$ cat src/rtl/picorv32_tohost_pkg.sv
// rtl/picorv32_tohost_pkg.sv - shared types and constants for the tohost monitor
package picorv32_tohost_pkg;

    typedef enum logic [1:0] {
        RUN     = 2'd0,
        DRAIN   = 2'd1,
        DONE    = 2'd2,
        TIMEOUT = 2'd3
    } state_e;

    localparam logic [31:0] TimeoutExitCode = 32'hFFFF_FFFF;
    localparam logic [3:0]  FullStrb        = 4'hF;

endpackage

$ cat src/rtl/tohost_sync_fifo.sv
// rtl/tohost_sync_fifo.sv - synchronous FIFO with registered storage and push-through-full on pop
module tohost_sync_fifo #(
    parameter int unsigned Width = 32,
    parameter int unsigned Depth = 16
) (
    input  logic                     clk_i,
    input  logic                     rst_ni,
    input  logic                     push_i,
    input  logic [Width-1:0]         wdata_i,
    input  logic                     pop_i,
    output logic [Width-1:0]         rdata_o,
    output logic                     full_o,
    output logic                     empty_o,
    output logic [$clog2(Depth):0]   count_o
);
    localparam int unsigned PtrW = $clog2(Depth);

    logic [Width-1:0] mem_q [Depth];
    logic [PtrW-1:0]  wr_ptr_q, rd_ptr_q;
    logic [PtrW:0]    count_q;
    logic             do_push, do_pop;

    assign empty_o = (count_q == '0);
    assign full_o  = (count_q == (PtrW+1)'(Depth));
    assign count_o = count_q;
    assign rdata_o = mem_q[rd_ptr_q];

    // A pop frees a slot in the same cycle, so a push into a full FIFO is accepted then.
    assign do_pop  = pop_i & ~empty_o;
    assign do_push = push_i & (~full_o | do_pop);

    always_ff @(posedge clk_i) begin
        if (do_push) begin
            mem_q[wr_ptr_q] <= wdata_i;
        end
    end

    always_ff @(posedge clk_i) begin
        if (!rst_ni) begin
            wr_ptr_q <= '0;
            rd_ptr_q <= '0;
            count_q  <= '0;
        end else begin
            if (do_push) wr_ptr_q <= wr_ptr_q + 1'b1;
            if (do_pop)  rd_ptr_q <= rd_ptr_q + 1'b1;
            case ({do_push, do_pop})
                2'b10:   count_q <= count_q + 1'b1;
                2'b01:   count_q <= count_q - 1'b1;
                default: count_q <= count_q;
            endcase
        end
    end

endmodule

$ cat src/rtl/picorv32_tohost_monitor.sv
// rtl/picorv32_tohost_monitor.sv - snoops data-port writes for register dumps, stop and watchdog
module picorv32_tohost_monitor
    import picorv32_tohost_pkg::*;
#(
    parameter logic [31:0] StopAddr      = 32'h0000_0000,
    parameter logic [31:0] DumpAddr      = 32'h0000_0010,
    parameter int unsigned FifoDepth     = 16,
    parameter int unsigned TimeoutCycles = 1 << 20
) (
    input  logic        clk_i,
    input  logic        rst_ni,
    input  logic        mem_req_i,
    input  logic        mem_gnt_i,
    input  logic        mem_we_i,
    input  logic [31:0] mem_addr_i,
    input  logic [31:0] mem_wdata_i,
    input  logic [3:0]  mem_strb_i,
    output logic        dump_valid_o,
    input  logic        dump_ready_i,
    output logic [31:0] dump_data_o,
    output logic        dump_overflow_o,
    output logic        stop_o,
    output logic        timeout_o,
    output logic [31:0] exit_code_o
);
    localparam int unsigned CntW = $clog2(FifoDepth) + 1;
    localparam int unsigned WdW  = $clog2(TimeoutCycles) + 1;

    state_e          state_q, state_d;
    logic [31:0]     exit_q, exit_d;
    logic [WdW-1:0]  wd_q, wd_d;
    logic            ovf_q, ovf_d;

    logic            fire, dump_fire, stop_fire;
    logic            push, pop, full, empty;
    logic [CntW-1:0] count;
    logic [31:0]     head;

    assign fire      = mem_req_i & mem_gnt_i & mem_we_i & (mem_strb_i == FullStrb);
    assign dump_fire = fire & (mem_addr_i == DumpAddr);
    assign stop_fire = fire & (mem_addr_i == StopAddr);

    assign push = (state_q == RUN) & dump_fire;
    assign pop  = ~empty & dump_ready_i;

    tohost_sync_fifo #(
        .Width (32),
        .Depth (FifoDepth)
    ) u_fifo (
        .clk_i   (clk_i),
        .rst_ni  (rst_ni),
        .push_i  (push),
        .wdata_i (mem_wdata_i),
        .pop_i   (pop),
        .rdata_o (head),
        .full_o  (full),
        .empty_o (empty),
        .count_o (count)
    );

    always_comb begin
        state_d = state_q;
        exit_d  = exit_q;
        wd_d    = wd_q;
        ovf_d   = ovf_q | (push & full & ~pop);
        unique case (state_q)
            RUN: begin
                wd_d = wd_q + 1'b1;
                // A stop landing on the expiry cycle still counts as a normal finish.
                if (stop_fire) begin
                    state_d = DRAIN;
                    exit_d  = mem_wdata_i;
                end else if (wd_q == WdW'(TimeoutCycles - 1)) begin
                    state_d = TIMEOUT;
                    exit_d  = TimeoutExitCode;
                end
            end
            DRAIN: begin
                if (count == '0) state_d = DONE;
            end
            DONE:    ;
            TIMEOUT: ;
        endcase
    end

    always_ff @(posedge clk_i) begin
        if (!rst_ni) begin
            state_q <= RUN;
            exit_q  <= '0;
            wd_q    <= '0;
            ovf_q   <= 1'b0;
        end else begin
            state_q <= state_d;
            exit_q  <= exit_d;
            wd_q    <= wd_d;
            ovf_q   <= ovf_d;
        end
    end

    assign dump_valid_o    = ~empty;
    assign dump_data_o     = empty ? 32'h0 : head;
    assign dump_overflow_o = ovf_q;
    assign stop_o          = (state_q == DONE);
    assign timeout_o       = (state_q == TIMEOUT);
    assign exit_code_o     = exit_q;

endmodule

$ cat config.mk
export PLATFORM = sky130hd
export DESIGN_NAME = picorv32_tohost_monitor
export DESIGN_NICKNAME = d
export VERILOG_FILES = /design/src/rtl/picorv32_tohost_pkg.sv /design/src/rtl/tohost_sync_fifo.sv /design/src/rtl/picorv32_tohost_monitor.sv
export SDC_FILE = /design/constraint.sdc
export NUM_CORES = 1
export LEC_CHECK = 0
export BUFFER_PORTS_ARGS = -buffer_cell sky130_fd_sc_hd__buf_4
export CAP_MARGIN = 20
export CORE_MARGIN = 10
export CORE_UTILIZATION = 45
export CTS_CLUSTER_DIAMETER = 80
export CTS_CLUSTER_SIZE = 28
export DETAILED_ROUTE_END_ITERATION = 6
export HOLD_SLACK_MARGIN = 0.1
export PLACE_DENSITY = 0.59
export SLEW_MARGIN = 30
export SYNTH_ARGS = -nofsm -noshare
export SYNTH_HDL_FRONTEND = slang
export SYNTH_SLANG_ARGS = --single-unit
$ cat constraint.sdc
create_clock -name clk_i -period 14.2 [get_ports clk_i]
set_input_delay 1.42 -clock clk_i [delete_from_list [all_inputs] [get_ports clk_i]]
set_output_delay 1.42 -clock clk_i [all_outputs]
set_load 0.02 [all_outputs]
Word-level counts from Yosys, hierarchy flattened
Memories as Yosys holds them, arrays and structs flattened. A register that Yosys moved wholly into a read port is not among the register bits.
Index checks and enable logic that the tools add are counted.
Word-level totals
  memories: 1
  memory bits (writable): 512
  output and inout port bits: 68
  logic and storage cells: 60
  register bits: 69
Cells by class
  reductions and logical operators: 8
  equal/unequal tests: 11
  bitwise logic cells: 16
  add/subtract/negate cells: 5
  mux-type cells: 12
Memories
  u_fifo.mem_q: depth 16, width 32, rd ports 1, clocked after memory_dff 1, write ports 1, line tohost_sync_fifo.sv:18  | logic [Width-1:0] mem_q [Depth];
Operator list (number)
  $mux 32: 3
  $eq 32x5->1 const B: 1
  $logic_not 32->1: 1
  $add 21x1->21 const B: 1
  $eq 21x20->1 const B: 1
  $and 1x1->1: 11
  $pmux 5 s2: 1
  $add 4x1->4 const B: 2
  $mux 4: 2
  $eq 2x2->1 const B: 3
  $mux 2: 3
  $reduce_bool 2->1: 3
  $add 5x1->5 const B: 1
  $eq 5x5->1 const B: 1
  $logic_not 5->1: 1
  $sub 5x1->5 const B: 1
  $eq 2x1->1 const B: 2
  $eq 4x4->1 const B: 1
  $pmux 2 s2: 1
  $ne 3x2->1 const B: 1
  $not 1->1: 3
  $reduce_and 3->1: 1
  $logic_not 2->1: 1
  $mux 1: 2
  3 further kinds: 4

Logic depth before layout (Yosys ltp)
Gate-level depths: netlist (run 1).
  word-level depth: 8
  mapped depth: 11
  gate-level depth less buffers: 10

Hierarchy
Synthesis (run 1) repeated with hierarchy kept, for this count alone.
Second synthesis, totals
  cells, all modules: 1325
  area total of the unflattened synthesis: 23399.9 um^2
By module, submodules not included
  tohost_sync_fifo: area each 20171.8 um^2, times used 1, cells each 908
  picorv32_tohost_monitor: area each 3228.1 um^2, times used 1, cells each 417

Worst setup path after synthesis (run 1)
No wires, ideal clock.
  kind: input -> register
  start: input port mem_addr_i[6]
  end: memory u_fifo.mem_q[0][0], enable pin
  cell stages on the path: 6
  data arrival time: 6.409 ns
  required time: 13.698 ns
  buffers on the path: 1
  slack: 7.289 ns
  cell sequence: or4_1 or4_1 or4_4 buf_6 nor3_2 nor4bb_1
Between the ends
  word-level cells in the longest chain between the ends: 6
Ends and longest elaborated chain
  start, declared: line picorv32_tohost_monitor.sv:15  | input logic [31:0] mem_addr_i,
  $eq 32x5->1: line picorv32_tohost_monitor.sv:40  | assign dump_fire = fire & (mem_addr_i == DumpAddr);
  $and 1x1->1: line picorv32_tohost_monitor.sv:40
  $and 1x1->1: line picorv32_tohost_monitor.sv:43  | assign push = (state_q == RUN) & dump_fire;
  $and 1x1->1: line tohost_sync_fifo.sv:30  | assign do_push = push_i & (~full_o | do_pop);
  $mux 1: line tohost_sync_fifo.sv:33  | if (do_push) begin
  $mux 1 (implied by the code): line tohost_sync_fifo.sv:34  | mem_q[wr_ptr_q] <= wdata_i;
  end, declared: line tohost_sync_fifo.sv:18
Every way passes these cells.

==> results of run 1 <==
==> path summary, 6_finish.rpt <==
path                                          end  slack, ps  cells past startpoint        from
worst max-delay path              dump_data_o[31]       9170                      6   flip-flop
worst min-delay path                      wd_q[1]        480                      2     wd_q[1]
worst max register to register  u_fifo.count_o[4]      11090                     10  state_q[1]
worst min register to register            wd_q[1]        480                      2     wd_q[1]
==> cells in the mapped netlist (2+ instances only) <==
master and instances:
nand4_1 8, mux4_2 160, and4_1 5, and2_1 34, nand2b_1 7, xnor2_1 9, clkbuf_1 43, and4b_1 8
a21o_1 2, mux2i_1 10, xor2_1 9, edfxtp_1 512, o31ai_1 3, clkinv_1 2, or4_1 7, nand2_1 25
o221a_1 30, nor3_1 5, nand3_1 10, dfxtp_1 73, or2_2 3, nor4_1 11, nor2_1 21, nor2b_1 2
ha_1 9, o221a_2 2, buf_6 5, buf_1 11, and4bb_2 2, inv_1 7, o311ai_0 2, o21ai_0 6
a21oi_1 12, or3_1 8
==> power groups by stage <==
| stage | Sequential, mW | Clock, mW | Combinational [mW] |
|---|---|---|---|
| finish | 1.86 | 1.04 | 0.0468 |
| global route | 1.86 | 1.13 | 0.0517 |
| CTS | 1.86 | 1.06 | 0.0475 |
| detailed placement | 1.90 | 0 | 0.0475 |
| global placement | 1.90 | 0 | 0.0457 |
| floorplan | 1.91 | 0 | 0.00643 |
==> routing by layer <==
metal  up-vias  wire length (µm)  global-route usage
met5         -                 0                   0
li1       4748                 -                   -
met2       251             23500               0.263
met4         0               803              0.0327
met3        49              2170              0.0239
met1      5757             21500               0.223
==> registers in the layout, indices dropped and copies added (netlist names), named ones only <==
| signal | flops |
|---|---|
| u_fifo.rd_ptr_q | 4 |
| u_fifo.count_o | 5 |
| exit_code_o | 32 |
| u_fifo.mem_q | 512 |
| dump_overflow_o | 1 |
| state_q | 2 |
| wd_q | 21 |
| u_fifo.wr_ptr_q | 4 |
==> layout by cell type (no fill, tap or decap), types with 3 or more instances in the layout <==
cell type / instances
a21oi_1: 12
and2_1: 34
and4_4: 4
and4b_4: 7
and4bb_2: 3
buf_4: 151
bufinv_16: 4
clkbuf_1: 6
clkbuf_16: 29
clkinv_8: 4
dfxtp_1: 69
dfxtp_4: 3
edfxtp_1: 512
ha_1: 9
inv_1: 7
inv_6: 3
mux2i_1: 10
mux4_2: 160
nand2_1: 25
nand2b_1: 7
nand3_1: 10
nand4_1: 8
nor2_1: 21
nor3_1: 5
nor4_1: 11
o21ai_0: 6
o221a_1: 30
or2_2: 3
or3_1: 7
or4_1: 7
xnor2_1: 9
xor2_1: 9
==> kinds of logic after synthesis <==
logic type	count (synthesis)	share of synthesized area
and+or+nand+nor	165	0.0439
DFF	585	0.743
buffers and inverters	69	0.0131
muxes	171	0.164
adders and majority gates	10	0.00585
AOI/OAI and AO/OA	61	0.0237
xor gates and xnor gates	18	0.00695
==> critical path: cells and delay by family, from the launching register on <==
kind	cells	cell delay (ps)
and+or+nand+nor	1	170
DFF	1	640
muxes	2	1120
buffers and inverters	3	960
==> per-stage QoR <==
| stage | setup WS, ps | area (µm²) | cells | hold WS (ps) | power (mW) |
|---|---|---|---|---|---|
| 3_3_place_gp | 9020 | 24500 | 1843 | 454 | 1.95 |
| 3_5_place_dp | 8750 | 24500 | 1844 | 464 | 1.95 |
| 5_1_grt | 8900 | 25600 | 1898 | 504 | 3.04 |
| 2_1_floorplan | 7290 | 22700 | 1079 | 446 | 1.91 |
| 6_report | 9170 | 25600 | 1899 | 484 | 2.95 |
| 4_1_cts | 9080 | 25600 | 1897 | 485 | 2.98 |
==> layout make-up <==
class / count / area, µm² / area share
Sequential cell: 585 / 16800 / 0.658
Multi-Input combinational cell: 425 / 5610 / 0.219
Timing Repair Buffer: 154 / 1210 / 0.0472
Tap cell: 672 / 841 / 0.0328
Clock buffer: 36 / 762 / 0.0298
Clock inverter: 17 / 285 / 0.0111
Inverter: 9 / 33.8 / 0.00132
Antenna cell: 1 / 2.50 / 0.0000978
==> flow_metrics.tcl, run 1 <==
set metrics [dict create \
    synth_flop_cell "edfxtp_1" \
    io-pin-count 142 \
    period_share 0.354 \
    first_pass_iters 5 \
    vias 10805 \
    chipWidth_um 244 \
    syn_nets 1163 \
    ys_types 50 \
    wl_per_cell_um 25.3 \
    worstSetupPathType "flip-flop to primary output" \
    grt_overflow 0 \
    critical_path.max_stage_delay_ps 640 \
    hold_buffers 0 \
    routed_wl_um 48100 \
    internal_power_mw 2.36 \
    dieArea_um2 59800 \
    viasPerCell 5.69 \
    final_util 0.512 \
    final_max_slew_viol_count 0 \
    required_ps 12780 \
    setup_violations 0 \
    antenna_found_initial 0 \
    cts.root.buffer_cell "clkbuf_16" \
    cts_buffers 29 \
    ys_seq_elements 585 \
    powerDensity_nw_per_um2 115 \
    cts.clk_slew.worst_paths_ps 100 \
    worstMarginPinSlew_ps 902 \
    cts_resized 0 \
    port_buffers 141 \
    path_cells "buf_12 > buf_16 > mux4_2 > mux4_2 > and2_1 > buf_4" \
    switchingPower_uw 590 \
    slew-limit-headroom 0.399 \
    hold_class "flip-flop to flip-flop" \
    clkPwrFrac 0.351 \
    synth_edf_count 512 \
    async_flop_share 0 \
    seqPwrFrac 0.633 \
    drive_gt1_frac 0.320 \
    syn_area_um2 22700 \
    power.leakage_nw 7.97 \
    combPwrFrac 0.016 \
    rows 82 \
    cpMostUsedCell "mux4_2" \
    max_clock_freq_mhz 199 \
    yosysTopAreaCell "edfxtp_1" \
    clk_latency_ps 600 \
    cp_data_arrival_time_ps 3610 \
    nNetsFinal 1288 \
    grt_max_degree 110 \
    layout_min_cycle_time_ps 5030 \
    finalHoldViolCount 0 \
    grt_pass1_wl_um 72500 \
    finClkSkew_ps 28.9 \
    syn_inst 1079 \
    core_um2 50000 \
    synth_top_area_share 0.678 \
    clockBufferDepth 3 \
    clock-sinks 585 \
    drc 0 \
    h-tree-depth 1 \
    avgSynthCellArea_um2 21.0 \
    initial_core_util 0.454 \
    synth_area_leaders "edfxtp_1 68%, mux4_2 16%, dfxtp_1 6.4%, o221a_1 1.5%, and2_1 0.94%" \
    post-cts-setup-buffers 0 \
    grt_pass1_vias 11364 \
    status "finished clean" \
    place_hpwl_um 27400 \
    seq_area_frac_synth 0.743 \
    cap_violations 0 \
    sw_frac_of_total 0.200 \
    cp-start-kind "flip-flop" \
    die_y_um 244 \
    ys_warn_count 0 \
    fillers 4013 \
    areaGrowthSynthToFinish_pct 12.9 \
    rsz0062_at_grt "false" \
    grt_util_all_layers 0.159 \
    crit_path_max_fanout 64 \
    cts_tree "yes" \
    globalplace.congestion 0.708 \
    ir_drop_mv 0.0745 \
    fin_setup_tns_ps 0 \
    drtIter0Drc 1001 \
    worst_path_max_delay_cell "dfxtp_4" \
    final_antenna_net_count 0 \
    crit_path_end_kind "primary output" \
]
No activity file was read; power rests on OpenSTA's default activity.
==> run 2, diff against run 1 <==
- clock period: 14.2 -> 5.15 ns (I/O delays scaled with it)
==> run 2 against run 1 <==
  * Count of clock-buffer cells in the layout is 2 lower
  * Critical endpoint is now dump_data_o[4]
  * Clock power increased to 2.7 times the previous value
  * Worst setup slack got worse by 7900 ps
  * Cell count increased by 0.58%
  * Flip-flop and latch count stayed put
  * Cell area grew 0.51%
  * Total power increased to 2.7 times the previous value
==> flow_metrics.tcl, run 2 (same netlist as run 1, synthesis figures left out) <==
set metrics [dict create \
    r2r-start "state_q[1]" \
    cts_tree "yes" \
    globalplace.congestion 0.737 \
    setup_violations 0 \
    critical_path.max_stage_delay_ps 740 \
    finalInstanceArea_um2 25700 \
    io-pin-count 142 \
    cts_resized 0 \
    final_antenna_net_count 0 \
    hold_class "input pin to flip-flop" \
    cts_buffers 28 \
    clockBufferDepth 3 \
    largest_reg_flops 512 \
    antenna_found_initial 0 \
    final_common_cell "edfxtp_1" \
    cpMostUsedCell "mux4_2" \
    grt_overflow 0 \
    finClkSkew_ps 19.9 \
    dieArea_um2 59800 \
    worst_path_max_delay_cell "dfxtp_4" \
    period_share 0.752 \
    path_cells "buf_12 > mux4_2 > mux4_2 > and2_1 > buf_4" \
    status "finished clean" \
    final_max_slew_viol_count 0 \
    h-tree-depth 1 \
    drtIter0Drc 1025 \
    finalHoldViolCount 0 \
    n_antenna_cell 0 \
    nNetsFinal 1300 \
    stdcell_count 1910 \
    top_register "u_fifo.mem_q" \
    cts.clk_slew.worst_paths_ps 100 \
    grt_pass1_vias 11563 \
    worstSetupPathType "flip-flop to primary output" \
    power.total_mw 8.06 \
    viasPerCell 5.77 \
    required_ps 4640 \
    place_hpwl_um 30200 \
    post-cts-setup-buffers 0 \
    areaGrowthSynthToFinish_pct 13.5 \
    power.leakage_nw 8.05 \
    vias 11025 \
    grt_max_degree 74 \
    wl_per_cell_um 26.5 \
    cap_violations 0 \
    die_y_um 244 \
    drive_gt1_frac 0.326 \
    min_from "mem_wdata_i[25]" \
    ir_drop_mv 0.267 \
    port_buffers 141 \
    core_um2 50000 \
    cp-start-kind "flip-flop" \
    final_cell_mix "512 x edfxtp_1, 160 x mux4_2, 154 x buf_4" \
    layout_min_cycle_time_ps 3870 \
    cts.root.buffer_cell "clkbuf_16" \
    grt_pass1_wl_um 76700 \
    final_util 0.515 \
    max_clock_freq_mhz 258 \
    crit_path_max_fanout 58 \
    hold_buffers 0 \
    dp_cells 1858 \
    clk_latency_ps 590 \
    slew-limit-headroom 0.347 \
    first_pass_iters 5 \
    grt_util_all_layers 0.169 \
    crit_path_end_kind "primary output" \
    fin_setup_tns_ps 0 \
    chipWidth_um 244 \
    rsz0062_at_grt "false" \
    routed_wl_um 50700 \
    drc 0 \
    powerDensity_nw_per_um2 313 \
    rows 82 \
    post_dp_cell_area_um2 24700 \
    initial_core_util 0.454 \
    worstMarginPinSlew_ps 974 \
    cp_data_arrival_time_ps 3360 \
    clock-sinks 585 \
]
[run 2: worst paths after layout]
check                             end  slack, ps  cells past startpoint
setup reg to reg       exit_code_o[5]       2050                      6
setup / recovery       dump_data_o[4]       1280                      5
hold / removal    u_fifo.mem_q[0][25]        230                      1
hold reg to reg              wd_q[19]        480                      2
[run 2: worst max-delay path, delay by kind of cell, from the launching register on]
kind / cells / cell delay, ps
flip-flops: 1 / 740
AND/OR/NAND/NOR: 1 / 210
multiplexers: 2 / 1120
buffers and inverters: 2 / 630
[run 2: area by class of cell]
| cell class | count | area [µm²] |
|---|---|---|
| clock buffer | 34 | 744 |
| clock inverter | 18 | 258 |
| fill | 3989 | 24200 |
| inverter | 9 | 33.8 |
| multi-input combinational | 425 | 5590 |
| sequential | 585 | 16800 |
| tap | 672 | 841 |
| timing repair buffer | 167 | 1420 |
[run 2: layer usage]
metal | global-route usage | part of all wire | up-vias
met5 | 0 | 0 | -
met4 | 0.0311 | 0.013 | 0
met3 | 0.0274 | 0.053 | 44
met2 | 0.272 | 0.48 | 298
met1 | 0.241 | 0.45 | 5914
li1 | - | - | 4769
[run 2: metrics by stage]
stage | hold WS [ps] | setup WS [ps]
2_1_floorplan | 446 | 361
3_3_place_gp | 461 | 776
3_5_place_dp | 465 | 724
4_1_cts | 199 | 1190
5_1_grt | 219 | 1060
6_report | 232 | 1280
[run 2: where the power goes]
group	switching, mW	internal, mW	total [mW]
logic	0.0914	0.0420	0.133
clock network	1.51	1.28	2.79
registers	0.00154	5.14	5.14
total	1.60	6.46	8.06
